<file path="config.mk">
export PLATFORM = sky130hd
export DESIGN_NAME = elevator_scan_ctrl
export DESIGN_NICKNAME = d
export VERILOG_FILES = /design/src/rtl/elevator_pkg.sv /design/src/rtl/elevator_req_scan.sv /design/src/rtl/elevator_scan_ctrl.sv
export SDC_FILE = /design/constraint.sdc
export NUM_CORES = 1
export LEC_CHECK = 0
export CORE_MARGIN = 2
export CORE_UTILIZATION = 52
export DETAILED_ROUTE_END_ITERATION = 8
export PLACE_DENSITY = 0.79
export SLEW_MARGIN = 30
export SYNTH_ARGS = -nofsm -noshare
export SYNTH_HDL_FRONTEND = slang
export SYNTH_HIERARCHICAL = 1
export SYNTH_SLANG_ARGS = --single-unit
</file>
<file path="constraint.sdc">
create_clock -name clk -period 3.05 [get_ports clk]
set_input_delay 0.61 -clock clk [delete_from_list [all_inputs] [get_ports clk]]
set_output_delay 0.61 -clock clk [all_outputs]
set_load 0.005 [all_outputs]
</file>
<file path="src/rtl/elevator_pkg.sv">
// Shared types and constants for the SCAN elevator controller.
//   elev_state_e : car FSM states
//   DIR_UP/DOWN  : encoding of the dir output
package elevator_pkg;

  typedef enum logic [1:0] {ST_IDLE, ST_MOVE, ST_DOOR} elev_state_e;

  localparam logic DIR_UP   = 1'b1;
  localparam logic DIR_DOWN = 1'b0;

endpackage

</file>
<file path="src/rtl/elevator_req_scan.sv">
// Combinational call scan relative to a floor.
//   pending : latched call bitmask
//   floor   : reference floor
//   above   : any call strictly above floor
//   below   : any call strictly below floor
//   hit     : call pending at floor itself
module elevator_req_scan #(
  parameter int N_FLOORS = 4,
  localparam int FLOOR_W = $clog2(N_FLOORS)
) (
  input  logic [N_FLOORS-1:0] pending,
  input  logic [FLOOR_W-1:0]  floor,
  output logic                above,
  output logic                below,
  output logic                hit
);

  always_comb begin
    above = 1'b0;
    below = 1'b0;
    for (int i = 0; i < N_FLOORS; i++) begin
      if (FLOOR_W'(i) > floor) above = above | pending[i];
      if (FLOOR_W'(i) < floor) below = below | pending[i];
    end
  end

  assign hit = pending[floor];

endmodule

</file>
<file path="src/rtl/elevator_scan_ctrl.sv">
// SCAN-ordered elevator car controller.
//   clk, rst       : clock, synchronous active-low reset
//   stop           : emergency hold (car/timer/state frozen, calls still latch)
//   req            : call bits, OR'd into pending every cycle
//   floor, dir     : current floor, travel direction (1=up)
//   moving         : car between floors
//   door_open      : door dwell in progress
//   pending        : latched unserved calls
//   changes_count  : floor changes since reset (wrapping)
module elevator_scan_ctrl
  import elevator_pkg::*;
#(
  parameter int N_FLOORS   = 4,
  parameter int TRAVEL_CYC = 2,
  parameter int DOOR_CYC   = 3,
  parameter int CNT_W      = 4,
  localparam int FLOOR_W   = $clog2(N_FLOORS)
) (
  input  logic                clk,
  input  logic                rst,
  input  logic                stop,
  input  logic [N_FLOORS-1:0] req,
  output logic [FLOOR_W-1:0]  floor,
  output logic                dir,
  output logic                moving,
  output logic                door_open,
  output logic [N_FLOORS-1:0] pending,
  output logic [CNT_W-1:0]    changes_count
);

  localparam int TMR_MAX = (TRAVEL_CYC > DOOR_CYC) ? TRAVEL_CYC : DOOR_CYC;
  localparam int TMR_W   = $clog2(TMR_MAX + 1);
  localparam logic [TMR_W-1:0] TRAVEL_RLD = TMR_W'(TRAVEL_CYC - 1);
  localparam logic [TMR_W-1:0] DOOR_RLD   = TMR_W'(DOOR_CYC - 1);

  elev_state_e          state;
  logic [TMR_W-1:0]     timer;
  logic [FLOOR_W-1:0]   nxt_floor;
  logic [N_FLOORS-1:0]  clr;
  logic                 above_cur, below_cur, hit_cur;
  logic                 above_nxt, below_nxt, hit_nxt;

  function automatic logic [N_FLOORS-1:0] onehot(input logic [FLOOR_W-1:0] f);
    onehot    = '0;
    onehot[f] = 1'b1;
  endfunction

  // Floor the car lands on when the current travel leg completes.
  assign nxt_floor = dir ? floor + 1'b1 : floor - 1'b1;

  // Scan around the current floor (idle decisions) and the arrival floor
  // (decision taken on the same edge the car lands).
  elevator_req_scan #(.N_FLOORS(N_FLOORS)) u_scan_cur (
    .pending (pending),
    .floor   (floor),
    .above   (above_cur),
    .below   (below_cur),
    .hit     (hit_cur)
  );

  elevator_req_scan #(.N_FLOORS(N_FLOORS)) u_scan_nxt (
    .pending (pending),
    .floor   (nxt_floor),
    .above   (above_nxt),
    .below   (below_nxt),
    .hit     (hit_nxt)
  );

  // Bit of the call being served this cycle. While the door is open, calls
  // for this floor are swallowed regardless of stop so they never re-latch.
  always_comb begin
    clr = '0;
    if (!stop) begin
      case (state)
        ST_IDLE: if (hit_cur) clr = onehot(floor);
        ST_MOVE: if (timer == '0 && hit_nxt) clr = onehot(nxt_floor);
        default: ;
      endcase
    end
    if (state == ST_DOOR) clr = onehot(floor);
  end

  always_ff @(posedge clk) begin
    if (!rst) begin
      state         <= ST_IDLE;
      floor         <= '0;
      dir           <= DIR_UP;
      timer         <= '0;
      pending       <= '0;
      changes_count <= '0;
    end else begin
      pending <= (pending | req) & ~clr;
      if (!stop) begin
        unique case (state)
          ST_IDLE: begin
            if (hit_cur) begin
              state <= ST_DOOR;
              timer <= DOOR_RLD;
            end else if (above_cur && (dir || !below_cur)) begin
              dir   <= DIR_UP;
              state <= ST_MOVE;
              timer <= TRAVEL_RLD;
            end else if (below_cur) begin
              dir   <= DIR_DOWN;
              state <= ST_MOVE;
              timer <= TRAVEL_RLD;
            end
          end
          ST_MOVE: begin
            if (timer != '0) begin
              timer <= timer - 1'b1;
            end else begin
              floor         <= nxt_floor;
              changes_count <= changes_count + 1'b1;
              if (hit_nxt) begin
                state <= ST_DOOR;
                timer <= DOOR_RLD;
              end else if (dir ? above_nxt : below_nxt) begin
                timer <= TRAVEL_RLD;
              end else if (dir ? below_nxt : above_nxt) begin
                dir   <= ~dir;
                timer <= TRAVEL_RLD;
              end else begin
                state <= ST_IDLE;
              end
            end
          end
          ST_DOOR: begin
            if (timer == '0) state <= ST_IDLE;
            else             timer <= timer - 1'b1;
          end
          default: state <= ST_IDLE;
        endcase
      end
    end
  end

  assign moving    = (state == ST_MOVE);
  assign door_open = (state == ST_DOOR);

endmodule

</file>
==> results.yml, run 1 <==
outcome:
  outcome: "finished clean"
sta:
  tightest_slew_ns: 0.536
  slew_violations: 0
  setup_violations: 0
  max_freq_mhz: 381
  hold_viol: 0
  tns_ns: 0
  finalClockSkew_ns: 0.00462
  rsz0062_at_grt: "no"
  min_period_ns: 2.63
  relSlewSlack: 0.640
  fin_crit_sh: 0.861
place:
  port_buffers: 19
  gp_congestion: 0.857
  dp_hpwl_mm: 1.96
  detailed_place.area_um2: 1350
detailed_routing:
  vias: 1064
  drc: 0
  dr.pass1.iters: 4
  drtIter0Drc: 50
  ant_nets: 0
  wl_per_cell_um: 14.3
  viasPerCell: 5.85
  wl_mm: 2.60
logic_synthesis:
  synth_seq_cells: 15
  yosysWarningCount: 6
  synth_area_um2: 1140
  synth.distinct_cells: 42
  syn_inst: 136
  syn_area_per_cell_um2: 8.41
  syn_nets: 153
  synth.yosys.seq_area_share: 0.263
worst_hold_path:
  hp-class: "reg2reg"
  hold-path-endpoint: "timer[0]"
  min_path_cells: 2
  worstHoldStart: "timer[0]"
cells_and_area:
  syn_to_final_growth_pct: 20.1
  fill_cells: 168
  final_cell_area_um2: 1370
  diodes: 0
  drive_above_1_share: 0.0645
  utilization: 0.679
  layout_commonest_cell: "clkdlybuf4s50_1"
  fin_nets: 173
  final_cell_mix: "19 x clkdlybuf4s50_1, 15 x dfxtp_1, 14 x inv_1"
grt:
  grt_max_degree: 15
  grt_antenna_before_repair: 0
  grt-ovfl-total: 0
  grt_pass1_vias: 996
  grt_pass1_wl_mm: 4.44
  grt_usage: 0.221
critical_path:
  crit_family: "compound AO/OA/AOI/OAI gates"
  critical_path_buf_inv_count: 3
  r2r-end: "dir"
  cpPeakStageDelay_ns: 0.57
  slowest_stage: "dfxtp_1"
  cp-end-kind: "flip-flop"
  r2r_start: "floor[0]"
  ff2ff_setup_slack_ns: 0.42
  cp.required_ns: 3.21
  cp_common_cell: "inv_1"
  start_kind: "flip-flop"
  cp.arrival_ns: 2.79
  ff2ff_path_depth: 10
  path_class: "reg2reg"
  critical_path_peak_fanout: 11
  worstPathCellList: "inv_1, ha_1, inv_1, inv_1, a21oi_1, o22ai_1, nand2b_1, a311o_1, o31ai_2, o311ai_1"
clock_network:
  postCtsSetupBuffers: 0
  cts_made_buffers: 3
  cts_htree_levels: 1
  clock_path_buffers: 2
  cts-resized-gates: 0
  holdBufCountCts: 0
  cts_root_buf: "clkbuf_4"
  clkLatencyLatePin_ns: 0.29
  clk_pin_slew_worst_paths_ns: 0.10
  cts.sinks: 15
  cts_tree: "built"
power_and_ir_drop:
  power-per-cell-area_nw_per_um2: 779
  leakage_nw: 0.563
  vdd_drop_max_v: 0.000525
die:
  die_area_um2: 2590
  die_y_um: 50.9
  rows: 16
  io_pins: 20
  die_w_um: 50.9
  core_area_um2: 2020
  initial_utilization: 0.566
run:
  max_cap_violations: 0
-- registers in the layout (all words and copies together) (netlist names) --
register	count
changes_count	4
dir	1
floor	2
pending	4
state	2
timer	2
-- kinds of logic (layout without fill, tap and decap cells) --
logic type               count (synthesis)  after routing  share of synthesized area
AO/OA/AOI/OAI                           39             39                      0.247
XOR/XNOR                                 5              5                     0.0383
adder cells (fa/ha/maj)                 10             10                      0.109
buffers and inverters                   19             38                     0.0700
flip-flops                              15             15                      0.263
multiplexers                             7              7                     0.0831
AND/OR/NAND/NOR                         41             41                      0.189
-- worst reg2reg max path: stages (launching register included) --
cell      delay [ns]
dfxtp_1         0.57
inv_1           0.25
ha_1            0.35
inv_1           0.08
inv_1           0.07
a21oi_1         0.07
o22ai_1         0.32
nand2b_1        0.11
a311o_1         0.39
o31ai_2         0.18
o311ai_1        0.12
-- Yosys cell counts --
library cell / instances / area [µm²]
nor2_1: 8 / 30.0
o211a_1: 1 / 10.0
nor4b_1: 1 / 8.76
o221ai_1: 1 / 8.76
and2b_1: 1 / 7.51
nand2b_1: 3 / 18.8
o21a_1: 2 / 15.0
buf_6: 1 / 11.3
xor2_1: 1 / 8.76
o22ai_1: 2 / 12.5
o21ai_0: 10 / 50.1
nor2b_1: 6 / 37.5
nand2_1: 11 / 41.3
o21ai_1: 1 / 5.00
a221oi_1: 3 / 26.3
o31ai_2: 1 / 12.5
and2_1: 4 / 25.0
dfxtp_1: 15 / 300
or3b_2: 1 / 8.76
a31o_2: 1 / 8.76
a22o_1: 2 / 17.5
mux2i_1: 5 / 50.1
o311ai_1: 2 / 17.5
a311o_1: 1 / 10.0
a32o_1: 1 / 10.0
ha_1: 10 / 125
nand4_1: 1 / 6.26
clkbuf_1: 3 / 11.3
buf_2: 1 / 5.00
xnor2_1: 4 / 35.0
o211ai_1: 2 / 15.0
and3_1: 1 / 6.26
a21oi_1: 6 / 30.0
mux4_2: 2 / 45.0
inv_1: 14 / 52.6
a221oi_2: 1 / 15.0
and3b_1: 1 / 8.76
nand3b_1: 1 / 7.51
nor3_1: 1 / 5.00
o31ai_1: 1 / 7.51
o2111a_1: 1 / 11.3
nand3_1: 1 / 5.00
-- layout make-up --
type,count,area [µm²],share of cell area
tap,27,33.8,0.0246
sequential,15,300,0.219
multi-input combinational,102,763,0.556
clock buffer,4,26.3,0.0191
inverter,14,52.6,0.0383
timing repair buffer,20,198,0.144
-- how the worst max path moves through the flow --
stage | from | to | slack (ns) | cells after the start
6_report | floor[0] | dir | 0.42 | 10
5_1_grt | floor[0] | dir | 0.23 | 10
4_1_cts | floor[0] | dir | 0.46 | 10
3_5_place_dp | floor[0] | dir | 0.46 | 10
3_3_place_gp | floor[0] | dir | 0.58 | 8
2_1_floorplan | floor[1] | dir | 0.60 | 9
-- through the flow --
step	std cells	setup WS [ns]	power, W	hold WS [ns]
6_report	182	0.424	0.00107	0.469
3_5_place_dp	178	0.465	0.000950	0.458
5_1_grt	182	0.228	0.00117	0.499
3_3_place_gp	178	0.582	0.000935	0.448
4_1_cts	182	0.461	0.00107	0.474
2_1_floorplan	136	0.604	0.000783	0.438
-- layer usage --
layer  vias up  track usage  wire (µm)
met5         -            0          0
met4         0       0.0495         33
met3         6       0.0409        186
met2        44        0.371       1230
met1       486        0.297       1160
li1        528            -          -
-- power by group --
group / internal (W) / switching, W
Clock: 0.0000508 / 0.0000681
Combinational: 0.000299 / 0.000353
Sequential: 0.000240 / 0.0000589
Total: 0.000590 / 0.000480
Note: power is estimated with default switching activity, not from simulation.
==> run 2, diff against run 1 <==
Settings changed: CTS_BUF_LIST set to sky130_fd_sc_hd__clkbuf_16.
==> run 2 against run 1 <==
  * Flip-flop and latch count unchanged
  * Global-route usage up 1.9 points
  * Register-to-register slack worse by 0.04 ns
  * Count of clock-buffer cells in the layout shrank 1
  * Sequential share of layout area decreased by 0.81 points
  * Cell area increased by 3.8%
  * Critical endpoint unchanged
  * Worst hold slack got worse by 0.0088 ns
  * Via count rose by 4.7%
==> results.yml, run 2 (synthesis gave the netlist of run 1 again) <==
outcome:
  outcome: "finished clean"
clock_network:
  clkLatencyLatePin_ns: 0.25
  cts_made_buffers: 3
  cts-resized-gates: 0
  holdBufCountCts: 0
  cts_root_buf: "clkbuf_16"
  clock_path_buffers: 2
  cts.sinks: 15
  cts_tree: "built"
  cts_htree_levels: 1
  clk_pin_slew_worst_paths_ns: 0.05
  postCtsSetupBuffers: 0
worst_hold_path:
  worstHoldStart: "timer[0]"
  hp-class: "reg2reg"
  min_path_cells: 2
  hold-path-endpoint: "timer[0]"
power_and_ir_drop:
  internal_power_w: 0.000715
  share_comb_of_total_power: 0.546
  vdd_drop_max_v: 0.000570
  switchingPower_w: 0.000516
  p_sw_frac: 0.419
  leakage_nw: 0.590
  pwr-share-clk: 0.210
  power.total_w: 0.00123
  power-per-cell-area_nw_per_um2: 863
  p_seq_frac: 0.245
sta:
  tns_ns: 0
  tightest_slew_ns: 0.529
  max_freq_mhz: 374
  hold_viol: 0
  finalClockSkew_ns: 0.00451
  fin_crit_sh: 0.876
  slew_violations: 0
  relSlewSlack: 0.645
  rsz0062_at_grt: "no"
  setup_violations: 0
  min_period_ns: 2.67
detailed_routing:
  drtIter0Drc: 45
  wl_per_cell_um: 15.5
  vias: 1114
  wl_mm: 2.82
  viasPerCell: 6.12
  drc: 0
  dr.pass1.iters: 5
  ant_nets: 0
grt:
  grt_pass1_vias: 1033
  grt_usage: 0.241
  grt-ovfl-total: 0
  grt_max_degree: 15
  grt_pass1_wl_mm: 4.71
  grt_antenna_before_repair: 0
critical_path:
  cpPeakStageDelay_ns: 0.56
  crit_family: "compound AO/OA/AOI/OAI gates"
  worstPathCellList: "inv_1, ha_1, inv_1, inv_1, a21oi_1, o22ai_1, nand2b_1, a311o_1, o31ai_2, o311ai_1"
  cp_common_cell: "inv_1"
  ff2ff_setup_slack_ns: 0.38
  r2r-end: "dir"
  critical_path_buf_inv_count: 3
  start_kind: "flip-flop"
  cp.arrival_ns: 2.79
  cp-end-kind: "flip-flop"
  r2r_start: "floor[0]"
  ff2ff_path_depth: 10
  critical_path_peak_fanout: 11
  cp.required_ns: 3.17
  path_class: "reg2reg"
  slowest_stage: "dfxtp_1"
place:
  port_buffers: 19
  dp_hpwl_mm: 1.96
  gp_congestion: 0.857
die:
  die_area_um2: 2590
  core_area_um2: 2020
  io_pins: 20
  rows: 16
  die_w_um: 50.9
  die_y_um: 50.9
  initial_utilization: 0.566
cells_and_area:
  syn_to_final_growth_pct: 24.7
  layout_commonest_cell: "clkdlybuf4s50_1"
  top_regs: "changes_count: 4 flops, pending: 4 flops"
  final_cell_mix: "19 x clkdlybuf4s50_1, 15 x inv_1, 15 x dfxtp_1"
  utilization: 0.705
  diodes: 0
  drive_above_1_share: 0.0645
  fin_nets: 173
run:
  max_cap_violations: 0
run 2: changes by cell type in the layout (fill, tap and decap cells not counted), sizes merged:
| cell | delta |
|---|---|
| clkbuf | -1 |
| inv | +1 |
run 2: final cells by class:
cell class	instances	area, µm²
Clock buffer	3	75.1
Timing Repair Buffer	20	198
Sequential cell	15	300
Fill cell	165	596
Inverter	14	52.6
Clock inverter	1	3.75
Multi-Input combinational cell	102	763
Tap cell	27	33.8
run 2: routing by layer:
layer	track usage	wire [µm]	share of wire
met4	0.104	52	0.018
met5	0	0	0
met3	0.0468	173	0.061
met1	0.318	1270	0.45
met2	0.384	1320	0.47
run 2: through the flow:
step / setup slack, ns / hold WS (ns) / cell area (µm²) / cells
2_1_floorplan: 0.604 / 0.438 / 1140 / 136
3_3_place_gp: 0.582 / 0.448 / 1350 / 178
3_5_place_dp: 0.465 / 0.458 / 1350 / 178
4_1_cts: 0.437 / 0.467 / 1430 / 182
5_1_grt: 0.232 / 0.485 / 1430 / 182
6_report: 0.379 / 0.460 / 1430 / 182
run 2: worst max path at each step:
stage | startpoint | endpoint | slack, ns | cells past startpoint
floorplan | floor[1] | dir | 0.60 | 9
CTS | floor[0] | dir | 0.44 | 10
global route | floor[0] | dir | 0.23 | 10
finish | floor[0] | dir | 0.38 | 10
global placement | floor[0] | dir | 0.58 | 8
detailed placement | floor[0] | dir | 0.46 | 10
run 2: power by group through the flow:
stage                     clock network, W  logic [W]  registers [W]
after floorplan                          0   0.000496       0.000287
after global placement                   0   0.000636       0.000299
after detailed placement                 0   0.000646       0.000303
after CTS                         0.000260   0.000661       0.000300
after global routing              0.000267   0.000741       0.000309
final                             0.000258   0.000672       0.000301
run 2: tightest hold or removal path, delay by kind of cell, from the launching register on:
| family | cells | cell delay, ns |
|---|---|---|
| AND/OR/NAND/NOR | 1 | 0.05 |
| multiplexers | 1 | 0.05 |
| flip-flops | 1 | 0.31 |
